==> config.mk <==
export PLATFORM = sky130hd
export DESIGN_NAME = pipe_hazard_ctrl
export DESIGN_NICKNAME = d
export VERILOG_FILES = /design/src/rtl/pipe_ctrl_pkg.sv /design/src/rtl/pipe_hazard_ctrl_hazard_detect.sv /design/src/rtl/pipe_hazard_ctrl.sv
export SDC_FILE = /design/constraint.sdc
export NUM_CORES = 1
export LEC_CHECK = 0
export ABC_CLOCK_PERIOD_IN_PS = 3000
export CORE_MARGIN = 2
export CORE_UTILIZATION = 46
export DETAILED_ROUTE_END_ITERATION = 12
export GPL_TIMING_DRIVEN = 0
export PLACE_DENSITY = 0.8
export SLEW_MARGIN = 20
export SYNTH_ARGS = -nofsm -noshare
export SYNTH_HDL_FRONTEND = slang
export SYNTH_HIERARCHICAL = 1
export SYNTH_SLANG_ARGS = --single-unit
==> constraint.sdc <==
create_clock -name clk -period 3 [get_ports clk]
set_clock_uncertainty 0.1 [all_clocks]
set_input_delay 0.6 -clock clk [delete_from_list [all_inputs] [get_ports clk]]
set_output_delay 0.6 -clock clk [all_outputs]
set_load 0.02 [all_outputs]
==> src/rtl/pipe_ctrl_pkg.sv <==
// Shared types and constants for the pipeline stall/flush controller.
// The m-control bit indices match the EX/MEM register layout.
package pipe_ctrl_pkg;

    typedef enum logic [1:0] {
        RUN      = 2'd0,
        MEM_WAIT = 2'd1,
        ERR      = 2'd2
    } state_t;

    localparam logic [4:0] REG_ZERO = 5'd0;

    // Layout of the 3-bit m-control field carried by ID/EX and EX/MEM.
    localparam int unsigned M_W         = 3;
    localparam int unsigned MC_BRANCH   = 2;
    localparam int unsigned MC_MEMREAD  = 1;
    localparam int unsigned MC_MEMWRITE = 0;

    typedef struct packed {
        logic pc_write;
        logic ifid_write;
        logic ifid_flush;
        logic idex_bubble;
        logic idex_flush;
        logic exmem_hold;
        logic exmem_flush;
        logic pcsrc;
        logic dmem_req;
    } ctrl_t;

    function automatic logic [M_W-1:0] pack_mctrl(input logic branch,
                                                  input logic memread,
                                                  input logic memwrite);
        logic [M_W-1:0] m;
        m              = '0;
        m[MC_BRANCH]   = branch;
        m[MC_MEMREAD]  = memread;
        m[MC_MEMWRITE] = memwrite;
        return m;
    endfunction

endpackage

==> src/rtl/pipe_hazard_ctrl_hazard_detect.sv <==
// Load-use hazard comparator: the load in EX writes a register the
// instruction in ID reads. Writes to $zero never create a dependency.
module hazard_detect
    import pipe_ctrl_pkg::*;
(
    input  logic [4:0] id_rs,
    input  logic [4:0] id_rt,
    input  logic       ex_memread,
    input  logic [4:0] ex_rt,
    output logic       lu
);

    always_comb begin
        lu = ex_memread && (ex_rt != REG_ZERO) &&
             ((ex_rt == id_rs) || (ex_rt == id_rt));
    end

endmodule

==> src/rtl/pipe_hazard_ctrl.sv <==
// Central stall/flush controller for the 5-stage pipeline: load-use bubbles,
// branch resolution at MEM, multi-cycle data-memory freeze and timeout error.
module pipe_hazard_ctrl
    import pipe_ctrl_pkg::*;
#(
    parameter int unsigned CNT_W   = 16,
    parameter int unsigned TIMEOUT = 64,
    parameter int unsigned TO_W    = $clog2(TIMEOUT)
) (
    input  logic             clk,
    input  logic             reset,
    input  logic [4:0]       id_rs,
    input  logic [4:0]       id_rt,
    input  logic             ex_memread,
    input  logic [4:0]       ex_rt,
    input  logic             mem_branch,
    input  logic             mem_zero,
    input  logic             mem_memread,
    input  logic             mem_memwrite,
    input  logic             dmem_ready,
    output logic             dmem_req,
    output logic             pc_write,
    output logic             ifid_write,
    output logic             ifid_flush,
    output logic             idex_bubble,
    output logic             idex_flush,
    output logic             exmem_hold,
    output logic             exmem_flush,
    output logic             pcsrc,
    output logic             mem_err,
    output logic [CNT_W-1:0] stall_count
);

    state_t          state, state_nxt;
    logic [TO_W-1:0] wait_cnt, wait_cnt_nxt;
    logic [M_W-1:0]  mem_m;
    logic            acc, mstall, lu, br;
    ctrl_t           ctrl;

    assign mem_m  = pack_mctrl(mem_branch, mem_memread, mem_memwrite);
    assign acc    = mem_m[MC_MEMREAD] | mem_m[MC_MEMWRITE];
    assign mstall = acc & ~dmem_ready;
    assign br     = mem_m[MC_BRANCH] & mem_zero;

    hazard_detect u_hazard_detect (
        .id_rs      (id_rs),
        .id_rt      (id_rt),
        .ex_memread (ex_memread),
        .ex_rt      (ex_rt),
        .lu         (lu)
    );

    always_ff @(posedge clk or posedge reset) begin
        if (reset) begin
            state       <= RUN;
            wait_cnt    <= '0;
            mem_err     <= 1'b0;
            stall_count <= '0;
        end else begin
            state    <= state_nxt;
            wait_cnt <= wait_cnt_nxt;
            if (state_nxt == ERR) begin
                mem_err <= 1'b1;
            end
            if (!ctrl.pc_write && (stall_count != '1)) begin
                stall_count <= stall_count + CNT_W'(1);
            end
        end
    end

    // Leaving MEM_WAIT on ~acc covers an access withdrawn before completion.
    always_comb begin
        state_nxt    = state;
        wait_cnt_nxt = wait_cnt;
        case (state)
            RUN: begin
                if (mstall) begin
                    state_nxt    = MEM_WAIT;
                    wait_cnt_nxt = TO_W'(1);
                end
            end
            MEM_WAIT: begin
                if (!mstall) begin
                    state_nxt    = RUN;
                    wait_cnt_nxt = '0;
                end else if (wait_cnt == TO_W'(TIMEOUT - 1)) begin
                    state_nxt = ERR;
                end else begin
                    wait_cnt_nxt = wait_cnt + TO_W'(1);
                end
            end
            ERR: begin
                state_nxt = ERR;
            end
            default: begin
                state_nxt    = RUN;
                wait_cnt_nxt = '0;
            end
        endcase
    end

    // Mealy outputs; a taken branch outranks load-use since ID is flushed.
    always_comb begin
        ctrl = '0;
        if (!reset) begin
            if (state == ERR) begin
                ctrl.exmem_hold = 1'b1;
            end else begin
                ctrl.dmem_req = acc;
                if (mstall) begin
                    ctrl.exmem_hold = 1'b1;
                end else if (br) begin
                    ctrl.pcsrc       = 1'b1;
                    ctrl.pc_write    = 1'b1;
                    ctrl.ifid_write  = 1'b1;
                    ctrl.ifid_flush  = 1'b1;
                    ctrl.idex_flush  = 1'b1;
                    ctrl.exmem_flush = 1'b1;
                end else if (lu) begin
                    ctrl.idex_bubble = 1'b1;
                end else begin
                    ctrl.pc_write   = 1'b1;
                    ctrl.ifid_write = 1'b1;
                end
            end
        end
    end

    assign dmem_req    = ctrl.dmem_req;
    assign pc_write    = ctrl.pc_write;
    assign ifid_write  = ctrl.ifid_write;
    assign ifid_flush  = ctrl.ifid_flush;
    assign idex_bubble = ctrl.idex_bubble;
    assign idex_flush  = ctrl.idex_flush;
    assign exmem_hold  = ctrl.exmem_hold;
    assign exmem_flush = ctrl.exmem_flush;
    assign pcsrc       = ctrl.pcsrc;

endmodule

**Word level (Yosys, flattened, before mapping)**

Index checks and enable logic that the tools add are counted.

- Reductions and logical operators: 8
- Add/subtract/negate cells: 2
- Bitwise logic cells: 5
- Mux-type cells: 21
- Eq/ne operators: 9

Operators by type and width:

| cell | number |
|---|---|
| 6-bit 2-to-1 mux | 3 |
| 6-bit case mux with 3 select lines | 1 |
| 16-bit by 1-bit adder with 16-bit output (second input constant) | 1 |
| 16-bit != test (second input constant) | 1 |
| 2-bit 2-to-1 mux | 7 |
| 5-bit == test | 2 |
| 5-bit 2-to-1 mux | 2 |
| 9-bit 2-to-1 mux | 1 |
| 6-bit by 1-bit adder with 6-bit output (second input constant) | 1 |
| 6-bit == test (second input constant) | 1 |
| 2-bit case mux with 3 select lines | 1 |
| 1-bit 2-to-1 mux | 5 |
| 5-bit nonzero test | 1 |
| 2-bit == test (second input constant) | 2 |
| 1-bit logical AND | 3 |
| 3-bit 2-to-1 mux | 1 |
| 3-bit != test (second input constant) | 1 |
| 3-bit AND reduction | 1 |
| 1-bit AND | 2 |
| 2-bit by 1-bit == test with 1-bit output (second input constant) | 1 |
| 2-bit logical NOT | 1 |
| 2-bit != test (second input constant) | 1 |
| 1-bit NOT | 2 |
| 1-bit logical NOT | 1 |
| other kinds (2) | 2 |

- Input port bits: 23
- Output and inout bits: 26
- Bits in registers: 25
- Word-level logic and storage cells: 49

**Longest topological paths before layout**

- Depth after elaboration: 10
- Depth in mapped cells: 8
- Depth with buffers taken out: 7

**By module**

Netlist, hierarchy kept.

By module, submodules not included:

| module | area an instance (um^2) | cells an instance | instances |
|---|---|---|---|
| pipe_hazard_ctrl | 1372.6 | 137 | 1 |
| hazard_detect | 125.1 | 17 | 1 |

**Least setup slack after synthesis**

No wires, ideal clock.

- Path type: input-to-output
- Start: input ex_rt[1]
- End: output pc_write
- Data arrival time: 2.168 ns
- Stages: 6
- Path slack: 0.132 ns
- Path buffers: 2
- Required time: 2.300 ns
- Cell sequence: or4_1 o21ai_1 a21oi_1 a2111oi_4 buf_4 buf_4

- Longest elaborated chain between the ends: 8
- Elaborated cells on any way between the ends: 11
- Classes of those cells: eq/ne (2); mux (5); reduce/logical (4)

RTL lines:

| what | RTL line | RTL |
|---|---|---|
| start, declared | pipe_hazard_ctrl.sv:15 | `input logic [4:0] ex_rt,` |
| 5-bit == test or 5-bit nonzero test (tied branches) | pipe_hazard_ctrl_hazard_detect.sv:15, pipe_hazard_ctrl_hazard_detect.sv:14 |  |
| 1-bit logical OR or 1-bit logical AND (tied branches) | pipe_hazard_ctrl_hazard_detect.sv:15, pipe_hazard_ctrl_hazard_detect.sv:14 |  |
| 1-bit logical AND (*) | pipe_hazard_ctrl_hazard_detect.sv:14 | `lu = ex_memread && (ex_rt != REG_ZERO) &&` |
| via lu | pipe_hazard_ctrl.sv:37 | `logic acc, mstall, lu, br;` |
| 2-bit 2-to-1 mux (*) | pipe_hazard_ctrl.sv:119 | `end else if (lu) begin` |
| 2-bit 2-to-1 mux (*) | pipe_hazard_ctrl.sv:112 | `end else if (br) begin` |
| 5-bit 2-to-1 mux (*) | pipe_hazard_ctrl.sv:110 | `if (mstall) begin` |
| 5-bit 2-to-1 mux (*) | pipe_hazard_ctrl.sv:106 | `if (state == ERR) begin` |
| 9-bit 2-to-1 mux (*) | pipe_hazard_ctrl.sv:105 | `if (!reset) begin` |
| end, declared | pipe_hazard_ctrl.sv:22 | `output logic pc_write,` |

The timed path passes the listed nets; every way through them passes the cells marked *.

**Worst setup path after layout**

- Start: input ex_rt[2]
- End: output pc_write

The elaborated chain is that of the path after synthesis.

==> flow_metrics.tcl <==
set metrics [dict create \
    status "completed" \
    r2r_slack_ps 880 \
    critPathTopFamily "buffers and inverters" \
    wirelength_mm 3.589 \
    finish.instance_area_um2 2115 \
    pre_cts_ws_ps -1088 \
    insertion_delay_ps 330 \
    initial_core_util 0.4866 \
    crit_type "primary input to output port" \
    drive_above_1_share 0.1557 \
    hold_depth 1 \
    period_needed_ps 2942 \
    grt_use_total 0.2129 \
    place_congestion 0.7486 \
    ff2ff_path_depth 5 \
    holdPathEnd "mem_err" \
    fin_nets 238 \
    antenna_cells 0 \
    rsz0062_at_grt "no" \
    grt_overflow_total 0 \
    path_max_fanout 3 \
    p_total_mw 1.268 \
    numClockSinks 25 \
    cp.required_ps 2300 \
    grt_pass1_vias 1326 \
    hp-class "flop to flop" \
    place_area_um2 2033 \
    io_pins 49 \
    ir_worst_vdd_v 0.0004217 \
    synth-seq-area-share 0.4177 \
    fin_crit_sh 0.9808 \
    cpMostUsedCell "buf_4" \
    synth_top_flop_cell "dfrtp_1" \
    yosysTopAreaCell "dfrtp_1" \
    synth.distinct_cells 39 \
    vias 1354 \
    cts_root_buf "clkbuf_4" \
    rows 20 \
    cp_cell_sequence "clkdlybuf4s15_2 -> or4_1 -> o21ai_1 -> a21oi_2 -> a2111oi_4 -> buf_6 -> buf_4 -> buf_4" \
    via_per_inst 5.289 \
    drc 0 \
    grt_pass1_wl_mm 5.934 \
    drt-initial-drc-count 31 \
    synth_common_cells "25 x dfrtp_1, 19 x xor2_1, 15 x nand2_1, 8 x nand3_1" \
    synth_edf_count 0 \
    synthToLayoutAreaGrowth_pct 41.19 \
    syn_inst 154 \
    rr_endpoint "stall_count[1]" \
    syn-cell-area_um2 1498 \
    cts_buffer_depth 2 \
    syn_nets 179 \
    worst_slew_pin_slew_ps 954.6 \
    async_flop_share 1.000 \
    dieArea_um2 3728 \
    path_clk_slew_ps 130 \
    p_leak_nw 0.8861 \
    synth_seq_cells 25 \
    antenna_found_initial 0 \
    critPathBufInv 4 \
    place_hpwl_mm 2.674 \
    finalHoldViolations 0 \
    min_from "mem_err" \
    cts_buffers 3 \
    power_density_nw_per_um2 599.6 \
    core_um2 3078 \
    crit_path_top_delay_cell "or4_1" \
    synth.avg_cell_area_um2 9.725 \
    end_kind "output port" \
    htree_levels 1 \
    grt_max_degree 26 \
    cp.arrival_ps 2240 \
    holdBufCountCts 0 \
    crit_path_start_kind "primary input" \
    drv_cap 0 \
    ant_nets 0 \
    relSlewSlack 0.3629 \
    port_buffers 48 \
    dieHeight_um 61.06 \
    first_pass_iters 4 \
    fin_setup_tns_ps 0 \
    synth_area_leaders "dfrtp_1 42%, xor2_1 11%, xnor2_1 4.1%" \
    ys_warn_count 6 \
    setup_ws_ps 57.58 \
    slew_viol_final 0 \
    cts_tree "done" \
    r2r_start "stall_count[0]" \
    timing.fmax_ghz 0.3399 \
    max_stage_delay_ps 480 \
    yosysTopAreaCellShare 0.4177 \
    wl_per_cell_um 14.02 \
    fp.dieW_um 61.06 \
    synth_most_common_cell "dfrtp_1" \
    finalSetupViolCount 0 \
    holdWs_ps 382.9 \
]
## timing repair
item                                    in CTS  in global routing
endpoints found under the setup margin       7                  3
pin swaps                                    3                  4
setup buffers                                5                  1
endpoints found under the hold margin        0                  0
resized for setup                           37                  2
## sequential cells by signal, indices dropped and copies added (netlist names)
signal,count
wait_cnt,6
state,2
stall_count,16
mem_err,1
## layer usage
layer  vias to the layer above  global-route usage  part of all wire
li1                        671                   -                 -
met1                       640              0.2490              0.41
met2                        34              0.3936              0.54
met3                         9             0.02731             0.035
met4                         0             0.08075             0.021
met5                         -                   0                 0
## worst max path at each step
stage,startpoint,endpoint,slack (ps),cells past startpoint
CTS,ex_rt[2],pc_write,4,8
floorplan,ex_rt[1],pc_write,130,6
global route,ex_rt[1],pc_write,6,8
global placement,ex_rt[1],pc_write,-1040,8
finish,ex_rt[2],pc_write,60,8
detailed placement,ex_rt[1],pc_write,-1090,8
## kinds of logic after synthesis
family / share of synthesized area
simple gates: 0.2005
xor+xnor: 0.1520
compound gates: 0.1362
flops: 0.4177
buf+inv: 0.05597
mux: 0.02089
fa+ha+maj: 0.01671
## worst reg2reg max path, stage by stage (launching register included)
cell and delay [ps]:
dfrtp_1 450, ha_1 210, nand4_1 190, nor3_2 490
a21o_1 240, mux2_2 340
## layout make-up
type	instances	area (um2)
clock inverter	1	5.005
clock buffer	3	22.52
sequential	25	625.6
multi-input combinational	114	813.3
tap	44	55.05
fill	261	963.4
timing repair buffer	54	505.5
inverter	6	22.52
buffer	9	65.06
## power by group
part	internal (mW)	switching, mW	leakage [nW]	total [mW]
clock network	0.0501	0.104	0.0177	0.154
registers	0.431	0.128	0.295	0.559
logic	0.269	0.286	0.574	0.555
## through the flow
stage,util,instances
floorplan,-,154
global placement,0.6606,246
detailed placement,0.6606,246
CTS,0.6817,255
global route,0.6870,256
finish,0.6870,256
## layout by cell type, fill, tap and decap left out, types with 2 or more instances in the layout
cell type | netlist | layout
a211oi_1 | 5 | 5
a21oi_1 | 4 | 3
buf_2 | 1 | 3
buf_4 | 5 | 12
buf_6 | 1 | 3
clkbuf_1 | 2 | 2
clkbuf_4 | 0 | 3
clkdlybuf4s50_1 | 0 | 36
dfrtp_1 | 25 | 25
dlygate4sd2_1 | 0 | 6
ha_1 | 2 | 2
inv_1 | 6 | 6
mux2i_1 | 2 | 2
nand2_1 | 15 | 15
nand3_1 | 8 | 8
nand4_1 | 5 | 5
nor2_1 | 7 | 7
nor3_1 | 6 | 6
nor4_1 | 7 | 5
o22ai_1 | 4 | 4
or2_2 | 2 | 2
or3_1 | 3 | 3
xnor2_1 | 7 | 7
xor2_1 | 19 | 19
No activity file was read; power rests on OpenSTA's default activity.
